$ cat config.mk
export PLATFORM = sky130hd
export DESIGN_NAME = actuador_puertas_flat
export DESIGN_NICKNAME = d
export VERILOG_FILES = /design/src/rtl/actuador_puertas_if.sv /design/src/rtl/actuador_puertas.sv /design/src/flat_wrapper.sv
export SDC_FILE = /design/constraint.sdc
export NUM_CORES = 1
export LEC_CHECK = 0
export CORE_AREA = 2 2 88 90
export CTS_CLUSTER_DIAMETER = 150
export CTS_CLUSTER_SIZE = 20
export DETAILED_ROUTE_END_ITERATION = 10
export DIE_AREA = 0 0 90 92
export SETUP_SLACK_MARGIN = 0.5
export SYNTH_ARGS = -nofsm -noshare
export SYNTH_HDL_FRONTEND = slang
export SYNTH_SLANG_ARGS = --single-unit
$ cat constraint.sdc
create_clock -name clk -period 2.09 [get_ports clk]
set_input_delay 0.209 -clock clk [delete_from_list [all_inputs] [get_ports clk]]
set_output_delay 0.209 -clock clk [all_outputs]
set_load 0.005 [all_outputs]
$ cat src/rtl/actuador_puertas_if.sv
// Command/status bundle between the door controller and the door actuator stage.
interface actuador_puertas_if;
  logic [1:0] salida_puertas;
  logic       sensor;
  logic [1:0] puertas;
  logic       timeout;
  logic       motor_abrir;
  logic       motor_cerrar;
  logic [7:0] reaperturas;

  // Controller side: issues commands and forwards the obstacle sensor.
  modport master (
    output salida_puertas,
    output sensor,
    input  puertas,
    input  timeout,
    input  motor_abrir,
    input  motor_cerrar,
    input  reaperturas
  );

  // Actuator side: consumes commands and reports door status.
  modport slave (
    input  salida_puertas,
    input  sensor,
    output puertas,
    output timeout,
    output motor_abrir,
    output motor_cerrar,
    output reaperturas
  );
endinterface

$ cat src/rtl/actuador_puertas.sv
// Door actuator: runs the travel and open-hold timers and drives the motors.
//
//   state    | meaning
//   ---------+------------------------------------------------------------
//   CERRADA  | door fully closed, waiting for an open command
//   ABRIENDO | motor opening, posicion counting up towards T_RECORRIDO
//   ABIERTA  | door fully open, espera counting the hold time
//   CERRANDO | motor closing, posicion counting down; obstacle reverses
//
// The state encoding equals the puertas code, so puertas is the state register.
module actuador_puertas #(
  parameter int T_RECORRIDO = 16,
  parameter int T_ESPERA    = 50,
  parameter int ANCHO       = 8
) (
  input  logic                clk,
  input  logic                rst_n,
  actuador_puertas_if.slave   bus
);

  typedef enum logic [1:0] {
    CERRADA  = 2'b00,
    ABIERTA  = 2'b01,
    ABRIENDO = 2'b10,
    CERRANDO = 2'b11
  } estado_t;

  localparam logic [ANCHO-1:0] RECORRIDO = ANCHO'(T_RECORRIDO);
  localparam logic [ANCHO-1:0] ESPERA    = ANCHO'(T_ESPERA);
  localparam logic [ANCHO-1:0] UNO       = ANCHO'(1);

  estado_t          estado, estado_n;
  logic [ANCHO-1:0] posicion, posicion_n;
  logic [ANCHO-1:0] espera, espera_n;
  logic [7:0]       reaperturas, reaperturas_n;

  logic cmd_abrir, cmd_cerrar;

  // Command 11 decodes to neither open nor close.
  assign cmd_abrir  = (bus.salida_puertas == 2'b01);
  assign cmd_cerrar = (bus.salida_puertas == 2'b10);

  // State, timers and reversal counter registers.
  always_ff @(posedge clk or negedge rst_n) begin
    if (!rst_n) begin
      estado      <= CERRADA;
      posicion    <= '0;
      espera      <= '0;
      reaperturas <= '0;
    end else begin
      estado      <= estado_n;
      posicion    <= posicion_n;
      espera      <= espera_n;
      reaperturas <= reaperturas_n;
    end
  end

  // Next-state and timer update.
  always_comb begin
    estado_n      = estado;
    posicion_n    = posicion;
    espera_n      = espera;
    reaperturas_n = reaperturas;
    case (estado)
      CERRADA: begin
        if (cmd_abrir) estado_n = ABRIENDO;
      end
      ABRIENDO: begin
        // >= also covers a reversal taken at full travel (posicion == T_RECORRIDO).
        if (posicion >= RECORRIDO - UNO) begin
          estado_n   = ABIERTA;
          posicion_n = RECORRIDO;
          espera_n   = '0;
        end else begin
          posicion_n = posicion + UNO;
        end
      end
      ABIERTA: begin
        if (bus.sensor) begin
          espera_n = '0;
        end else if (cmd_cerrar) begin
          estado_n = CERRANDO;
        end else if (cmd_abrir) begin
          espera_n = '0;
        end else if (espera < ESPERA) begin
          espera_n = espera + UNO;
        end
      end
      CERRANDO: begin
        if (bus.sensor) begin
          estado_n = ABRIENDO;
          if (reaperturas != 8'hFF) reaperturas_n = reaperturas + 8'd1;
        end else if (cmd_abrir) begin
          estado_n = ABRIENDO;
        end else if (posicion <= UNO) begin
          estado_n   = CERRADA;
          posicion_n = '0;
        end else begin
          posicion_n = posicion - UNO;
        end
      end
      default: estado_n = CERRADA;
    endcase
  end

  assign bus.puertas      = estado;
  assign bus.timeout      = (estado == ABIERTA) && (espera == ESPERA);
  assign bus.motor_abrir  = (estado == ABRIENDO);
  assign bus.motor_cerrar = (estado == CERRANDO);
  assign bus.reaperturas  = reaperturas;

  a_posicion_rango: assert property (@(posedge clk) disable iff (!rst_n)
    posicion <= RECORRIDO)
    else $error("posicion out of range: %0d", posicion);

  a_motores_exclusivos: assert property (@(posedge clk) disable iff (!rst_n)
    !(bus.motor_abrir && bus.motor_cerrar))
    else $error("both motors driven");

endmodule

$ cat src/flat_wrapper.sv
// flat-port wrapper written by rule: the top's interface ports become plain ports
module actuador_puertas_flat 
#(
  parameter int T_RECORRIDO = 16,
  parameter int T_ESPERA    = 50,
  parameter int ANCHO       = 8
)
  (clk, rst_n, bus_salida_puertas, bus_sensor, bus_puertas, bus_timeout, bus_motor_abrir, bus_motor_cerrar, bus_reaperturas);
  actuador_puertas_if bus_i ();
  input  logic clk;
  input  logic rst_n;
  input wire logic [$bits(bus_i.salida_puertas)-1:0] bus_salida_puertas;
  input wire logic [$bits(bus_i.sensor)-1:0] bus_sensor;
  output wire logic [$bits(bus_i.puertas)-1:0] bus_puertas;
  output wire logic [$bits(bus_i.timeout)-1:0] bus_timeout;
  output wire logic [$bits(bus_i.motor_abrir)-1:0] bus_motor_abrir;
  output wire logic [$bits(bus_i.motor_cerrar)-1:0] bus_motor_cerrar;
  output wire logic [$bits(bus_i.reaperturas)-1:0] bus_reaperturas;
  assign bus_i.salida_puertas = bus_salida_puertas;
  assign bus_i.sensor = bus_sensor;
  assign bus_puertas = bus_i.puertas;
  assign bus_timeout = bus_i.timeout;
  assign bus_motor_abrir = bus_i.motor_abrir;
  assign bus_motor_cerrar = bus_i.motor_cerrar;
  assign bus_reaperturas = bus_i.reaperturas;
  actuador_puertas #(.T_RECORRIDO(T_RECORRIDO), .T_ESPERA(T_ESPERA), .ANCHO(ANCHO)) u_core (.clk(clk), .rst_n(rst_n), .bus(bus_i));
endmodule
==> summary.md, run 1 <==
| Metric | Value |
|---|---|
| Startpoint Class | `flop` |
| Die area | `0.00828 sq mm` |
| Max cap viols | `0` |
| Setup TNS | `0 ps` |
| Reg2reg end | `u_core.bus.puertas[0]` |
| Detailed Place HPWL | `2630 um` |
| Core box area | `0.00745 sq mm` |
| Vias in the first global route | `1464` |
| Worst skew pair latency | `270 ps` |
| Critical path's largest stage delay | `430 ps` |
| Via/cell ratio | `4.60` |
| Setup Skew | `3.34 ps` |
| Hold Vio Cnt, Final | `0` |
| Worst path slowest cell | `dfrtp_1` |
| Worst Tran Pin Value | `345 ps` |
| Most frequent cells in the layout | `30 x buf_4, 19 x dfrtp_1, 16 x nand2_1` |
| Initial core utilization | `0.221` |
| Hold crit path type | `input pin to asynchronous set/reset pin` |
| CP Class | `flop to flop` |
| R2R Setup Slk | `390 ps` |
| CTS tree | `yes` |
| Yosys reg bits | `26` |
| CP Cell Sequence | `inv_2 > ha_2 > nor2_4 > nor3_4 > or2_4 > o211ai_2 > mux2_4` |
| Diodes inserted | `0` |
| Global-route wire length before repair | `6960 um` |
| Critical R2R Launch | `u_core.posicion[1]` |
| Critical Path End | `u_core.bus.puertas[0]` |
| Routed wire per std cell | `12.7 um` |
| Worst Setup End Kind | `flop` |
| CTS max path bufs | `2` |
| Overflow after GRT | `0` |
| Drt pass-1 iters | `4` |
| YS warnings | `0` |
| RSZ-0062 raised after global routing | `yes` |
| Synth-to-layout area growth | `50.3%` |
| CP Max Fanout | `3` |
| Status | `completed` |
| Final setup viols | `0` |
| Largest net degree at the start of global routing | `27` |
| Die width | `90 um` |
| Drt total wl | `4230 um` |
| Net Count, Synth | `191` |
| DRT iter0 DRCs | `92` |
| Gr usage total | `0.101` |
| Routed via count | `1533` |
| Cell Pwr Density | `1400 mW/mm^2` |
| Core Rows | `32` |
| Final ANT Viol Nets | `0` |
| DRC | `0` |
| CP Data Arrival Time | `1870 ps` |
| CTS Hold Bufs | `0` |
| Share of layout cells above drive strength 1 | `0.390` |
| Final worst-path cycle share | `0.816` |
| Tmin final | `1700 ps` |
| Post-Syn Area | `0.00164 sq mm` |
| Max Transition Viols Final | `0` |
| WP data required | `2260 ps` |
| Max VDD drop | `0.000530 V` |
| Port bufs | `17` |
| Die H | `92 um` |
| Design area | `0.00247 sq mm` |
| Unique masters post-synth | `49` |
| CTS clock-pin slew for the worst setup and hold paths | `100 ps` |
| Most common cell after layout, fill and taps aside | `buf_4` |
| Worst Hold Slack | `297 ps` |
| Sequential share of the synthesized area | `0.396` |
| IO Count | `18` |
| DP Area | `0.00200 sq mm` |
| Clock tree sinks | `26` |
| GP Congestion | `0.798` |
| Fmax | `587 MHz` |
| Rel. slew slack | `0.770` |
| H-tree depth | `1` |
| # fillers | `782` |
| Reg2Reg Depth | `7` |
| Root buffer cell | `clkbuf_8` |
| Post-synthesis average cell area | `9.33 sq um` |
| Nets | `247` |
| Crit. Startpoint | `u_core.posicion[1]` |
| CTS Buf Count | `3` |
| Initial antenna violation count | `0` |
| Pleak | `1.01 nW` |
| Cells after Synth | `176` |
## area by class of cell
type / count / area, sq um / area share
clock inverter: 1 / 30.0 / 0.0122
timing repair buffer: 53 / 457 / 0.185
sequential: 26 / 659 / 0.267
clock buffer: 3 / 41.3 / 0.0167
multi-input combinational: 140 / 1120 / 0.455
tap: 102 / 128 / 0.0517
inverter: 8 / 30.0 / 0.0122
## routing by layer
layer	share of wire	global-route usage
met4	0.012	0.0321
met1	0.46	0.133
met2	0.50	0.169
met5	0	0
met3	0.030	0.0181
## stage by stage
stage,std cells,worst slack (ps),total power (W),utilization
finish,333,385,0.00345,0.331
global route,333,313,0.00371,0.331
CTS,326,337,0.00319,0.312
detailed placement,299,191,0.00234,0.268
global placement,299,197,0.00233,0.268
floorplan,176,420,0.00187,-
## how the worst min path moves through the flow
stage	from	end	slack [ps]	cells past startpoint
6_report	rst_n	u_core.bus.puertas[0]	300	2
5_1_grt	rst_n	u_core.espera[1]	330	2
4_1_cts	rst_n	u_core.espera[1]	310	2
3_5_place_dp	u_core.espera[6]	u_core.espera[6]	480	1
3_3_place_gp	u_core.espera[7]	u_core.espera[7]	470	1
2_1_floorplan	rst_n	u_core.bus.puertas[0]	-90	0
## cell families (layout without fill, tap and decap cells)
group / after synthesis / after routing / synth area share
simple gates: 73 / 73 / 0.257
fa+ha+maj: 10 / 10 / 0.0762
buf+inv: 10 / 65 / 0.0274
mux: 1 / 1 / 0.00914
flops: 26 / 26 / 0.396
xor+xnor: 7 / 7 / 0.0373
compound gates: 49 / 49 / 0.197
## worst max-delay path, delay by kind of cell (launching register included)
kind                     cells  cell delay, ps
AO/OA/AOI/OAI                1             100
adder cells (fa/ha/maj)      1             210
buffers and inverters        1             110
flip-flops                   1             430
multiplexers                 1             300
AND/OR/NAND/NOR              3             440
## where the power goes
part	internal [W]	switching, W	total (W)
combinational	0.00112	0.00107	0.00219
sequential	0.000651	0.000175	0.000825
clock	0.000256	0.000171	0.000428
total	0.00202	0.00142	0.00345
## cell usage after synthesis (all sizes together)
master,count,area [sq um]
nor2,12,45.0
or3b,1,8.76
dfrtp,26,651
nand2b,4,25.0
mux2,1,15.0
o31ai,5,51.3
a31oi,2,12.5
and3,1,6.26
inv,8,30.0
nor3,4,31.3
and2,4,25.0
a41oi,1,8.76
nand4b,1,8.76
nor4,4,37.5
a21o,1,7.51
nor2b,1,6.26
or4b,1,10.0
o211a,1,10.0
xnor2,5,43.8
xor2,2,17.5
or2,2,15.0
a221oi,2,17.5
or3,2,17.5
or4,1,7.51
a311oi,1,8.76
o21ai,19,95.1
a31o,1,8.76
nand2,17,63.8
nand3,12,72.6
nand3b,2,15.0
ha,10,125
a21oi,10,53.8
o21a,1,7.51
o211ai,3,27.5
a211oi,2,15.0
nand4,3,18.8
buf,2,15.0
nor3b,1,7.51
## repair_timing
item                                    in CTS  in global routing
gates resized for setup                     29                 27
endpoints found under the setup margin      25                 24
setup buffers                               23                  7
pin swaps                                   13                  9
## state kept, by name, summed over array words and instances, names as in the netlist
register / count
u_core.espera: 8
u_core.posicion: 8
u_core.bus.reaperturas: 8
u_core.bus.puertas: 2
(Power assumes the default switching activity.)
==> run 2, diff against run 1 <==
- clock period: 2.09 -> 1.48 ns (I/O delays scaled with it)
==> run 2 against run 1 <==
Against the previous run:
- the run now ends with setup timing left
- clock skew is essentially flat
- count of clock-buffer cells in the layout is the same
- first-iteration DRC count shrank 34%
- cell area grew 20%
- setup slack lost 550 ps
- sequential share of layout area shrank 4.5 points
==> summary.md, run 2 (same netlist as run 1, synthesis figures left out) <==
| Metric | Value |
|---|---|
| Status | `complete, but fails checks` |
| Failing checks | `setup timing` |
| Design area | `0.00295 sq mm (+20%)` |
| Share of layout cells above drive strength 1 | `0.532 (+0.143)` |
| Initial core utilization | `0.221 (unchanged)` |
| WP data required | `1650 ps (-610 ps)` |
| Routed wire per std cell | `11.8 um (-6.8%)` |
| Max cap viols | `0 (unchanged)` |
| Global-route wire length before repair | `7710 um (+11%)` |
| Final worst-path cycle share | `1.11 (+0.297)` |
| Total power | `0.00571 W (+66%)` |
| Drt pass-1 iters | `4 (unchanged)` |
| Final ANT Viol Nets | `0 (unchanged)` |
| H-tree depth | `1 (unchanged)` |
| Vias in the first global route | `1750 (+20%)` |
| Reg2Reg Depth | `5 (-2)` |
| GP Congestion | `0.853 (+6.9%)` |
| Clock tree sinks | `26 (unchanged)` |
| NetSw | `0.00218 W (+53%)` |
| Most frequent cells in the layout | `53 x buf_4, 42 x buf_6, 23 x dfrtp_1` |
| Worst setup margin | `-168 ps (-553 ps)` |
| CTS max path bufs | `2 (unchanged)` |
| CP Class | `flop to flop` |
| R2R Setup Slk | `-170 ps (-550 ps)` |
| Rel. slew slack | `0.761 (-0.00913)` |
| CP Max Fanout | `2 (-1)` |
| Pleak | `1.31 nW (+30%)` |
| Die width | `90 um (unchanged)` |
| CP Data Arrival Time | `1820 ps (-50 ps)` |
| Most common cell after layout, fill and taps aside | `buf_4` |
| DP Area | `0.00238 sq mm (+19%)` |
| Clk pwr share | `0.107 (-0.017)` |
| Routed via count | `1682 (+9.7%)` |
| Via/cell ratio | `4.43 (-3.9%)` |
| Hold crit path type | `input pin to asynchronous set/reset pin` |
| Cell Pwr Density | `1940 mW/mm^2 (+39%)` |
| Nets | `294 (+19%)` |
| Largest net degree at the start of global routing | `27 (unchanged)` |
| DRC | `0 (unchanged)` |
| Die area | `0.00828 sq mm (unchanged)` |
| Detailed Place HPWL | `3040 um (+16%)` |
| Worst skew pair latency | `280 ps (about the same)` |
| Startpoint Class | `flop` |
| Hold Vio Cnt, Final | `0 (unchanged)` |
| Root buffer cell | `clkbuf_8` |
| IO Count | `18 (unchanged)` |
| Setup TNS | `-2100 ps (-2100 ps)` |
| Biggest regs | `u_core.bus.reaperturas x8, u_core.espera x8, u_core.posicion x8` |
| CTS Buf Count | `3 (unchanged)` |
| Max VDD drop | `0.00102 V (+92%)` |
| Worst Tran Pin Value | `357 ps (+12.1 ps)` |
| Reg2reg end | `u_core.bus.puertas[0]` |
| Gr usage total | `0.112 (+0.0114)` |
| Diodes inserted | `0 (unchanged)` |
| CTS clock-pin slew for the worst setup and hold paths | `100 ps (about the same)` |
| Port bufs | `17 (unchanged)` |
| Combinational share of power | `0.707 (+0.071)` |
| RSZ-0062 raised after global routing | `yes` |
| Initial antenna violation count | `0 (unchanged)` |
| Sw frac | `0.381 (-0.0312)` |
| DRT iter0 DRCs | `61 (-34%)` |
| Critical R2R Launch | `u_core.posicion[4]` |
| Fmax | `607 MHz (+3.5%)` |
| Core box area | `0.00745 sq mm (unchanged)` |
| Final setup viols | `24 (+24)` |
| CTS tree | `yes` |
| Core Rows | `32 (unchanged)` |
| Tmin final | `1650 ps (-57.4 ps)` |
| Worst Setup End Kind | `flop` |
| Synth-to-layout area growth | `79.7%` |
| Overflow after GRT | `0 (unchanged)` |
| Internal Pwr Total | `0.00353 W (+75%)` |
| Die H | `92 um (unchanged)` |
| Drt total wl | `4500 um (+6.3%)` |
| Setup Skew | `2.94 ps (-0.398 ps)` |
| Sequential power share | `0.186 (-0.054)` |
| Max Transition Viols Final | `0 (unchanged)` |
## run 2: cell types whose count changed in the layout (fill, tap and decap cells not counted), moves of 2 or more
cell / before / now
buf_4: 30 / 53
buf_6: 6 / 42
clkdlybuf4s50_1: 14 / 4
dfrtp_1: 19 / 23
dfrtp_2: 7 / 3
ha_1: 5 / 3
nor2_1: 7 / 10
nor2_2: 4 / 1
o21ai_0: 10 / 6
o21ai_1: 6 / 11
o31ai_2: 0 / 2
## run 2: metrics by stage
stage                     utilization  std cells  hold slack (ps)  setup slack (ps)
after floorplan                     -        176             -148              -190
after global placement          0.320        342              470              -339
after detailed placement        0.320        342              473              -370
after CTS                       0.383        373              240              -160
after global routing            0.396        380              252              -222
final                           0.396        380              228              -168
## run 2: repair_timing
action / in CTS / in global routing
gates resized for setup: 117 / 11
pin swaps: 32 / 17
setup endpoints to repair: 39 / 39
hold buffers: 0 / 0
setup buffers: 27 / 7
## run 2: critical path, stage by stage (launching register included)
cell,delay [ps]
dfrtp_1,390
or3_4,420
nor3_4,190
or2_4,150
o211ai_2,90
mux2_4,300
## run 2: layout make-up
cell class,instances,area (sq um)
Tap cell,102,128
Sequential cell,26,654
Inverter,8,32.5
Clock buffer,3,41.3
Fill cell,760,4500
Multi-Input combinational cell,140,1150
Timing Repair Buffer,100,916
Clock inverter,1,30.0
## run 2: worst max-delay path by stage
| stage | from | endpoint | slack, ps | cells after the start |
|---|---|---|---|---|
| CTS | u_core.posicion[3] | u_core.bus.puertas[0] | -160 | 5 |
| detailed placement | bus_salida_puertas[1] | u_core.bus.puertas[0] | -370 | 5 |
| global route | u_core.posicion[6] | u_core.espera[5] | -220 | 6 |
| finish | u_core.posicion[4] | u_core.bus.puertas[0] | -170 | 5 |
| global placement | bus_salida_puertas[1] | u_core.bus.puertas[0] | -340 | 5 |
| floorplan | u_core.posicion[2] | u_core.bus.puertas[0] | -190 | 6 |
## run 2: metal layers
layer | global-route usage | routed length, um
met4 | 0.0295 | 30
met5 | 0 | 0
met1 | 0.143 | 2060
met2 | 0.197 | 2250
met3 | 0.0197 | 158
## run 2: power groups by stage
stage	clock [W]	combinational [W]	sequential (W)
2_1_floorplan	0	0.00158	0.00120
3_5_place_dp	0	0.00293	0.00109
4_1_cts	0.000631	0.00382	0.00106
3_3_place_gp	0	0.00290	0.00108
6_report	0.000613	0.00404	0.00106
5_1_grt	0.000649	0.00438	0.00109
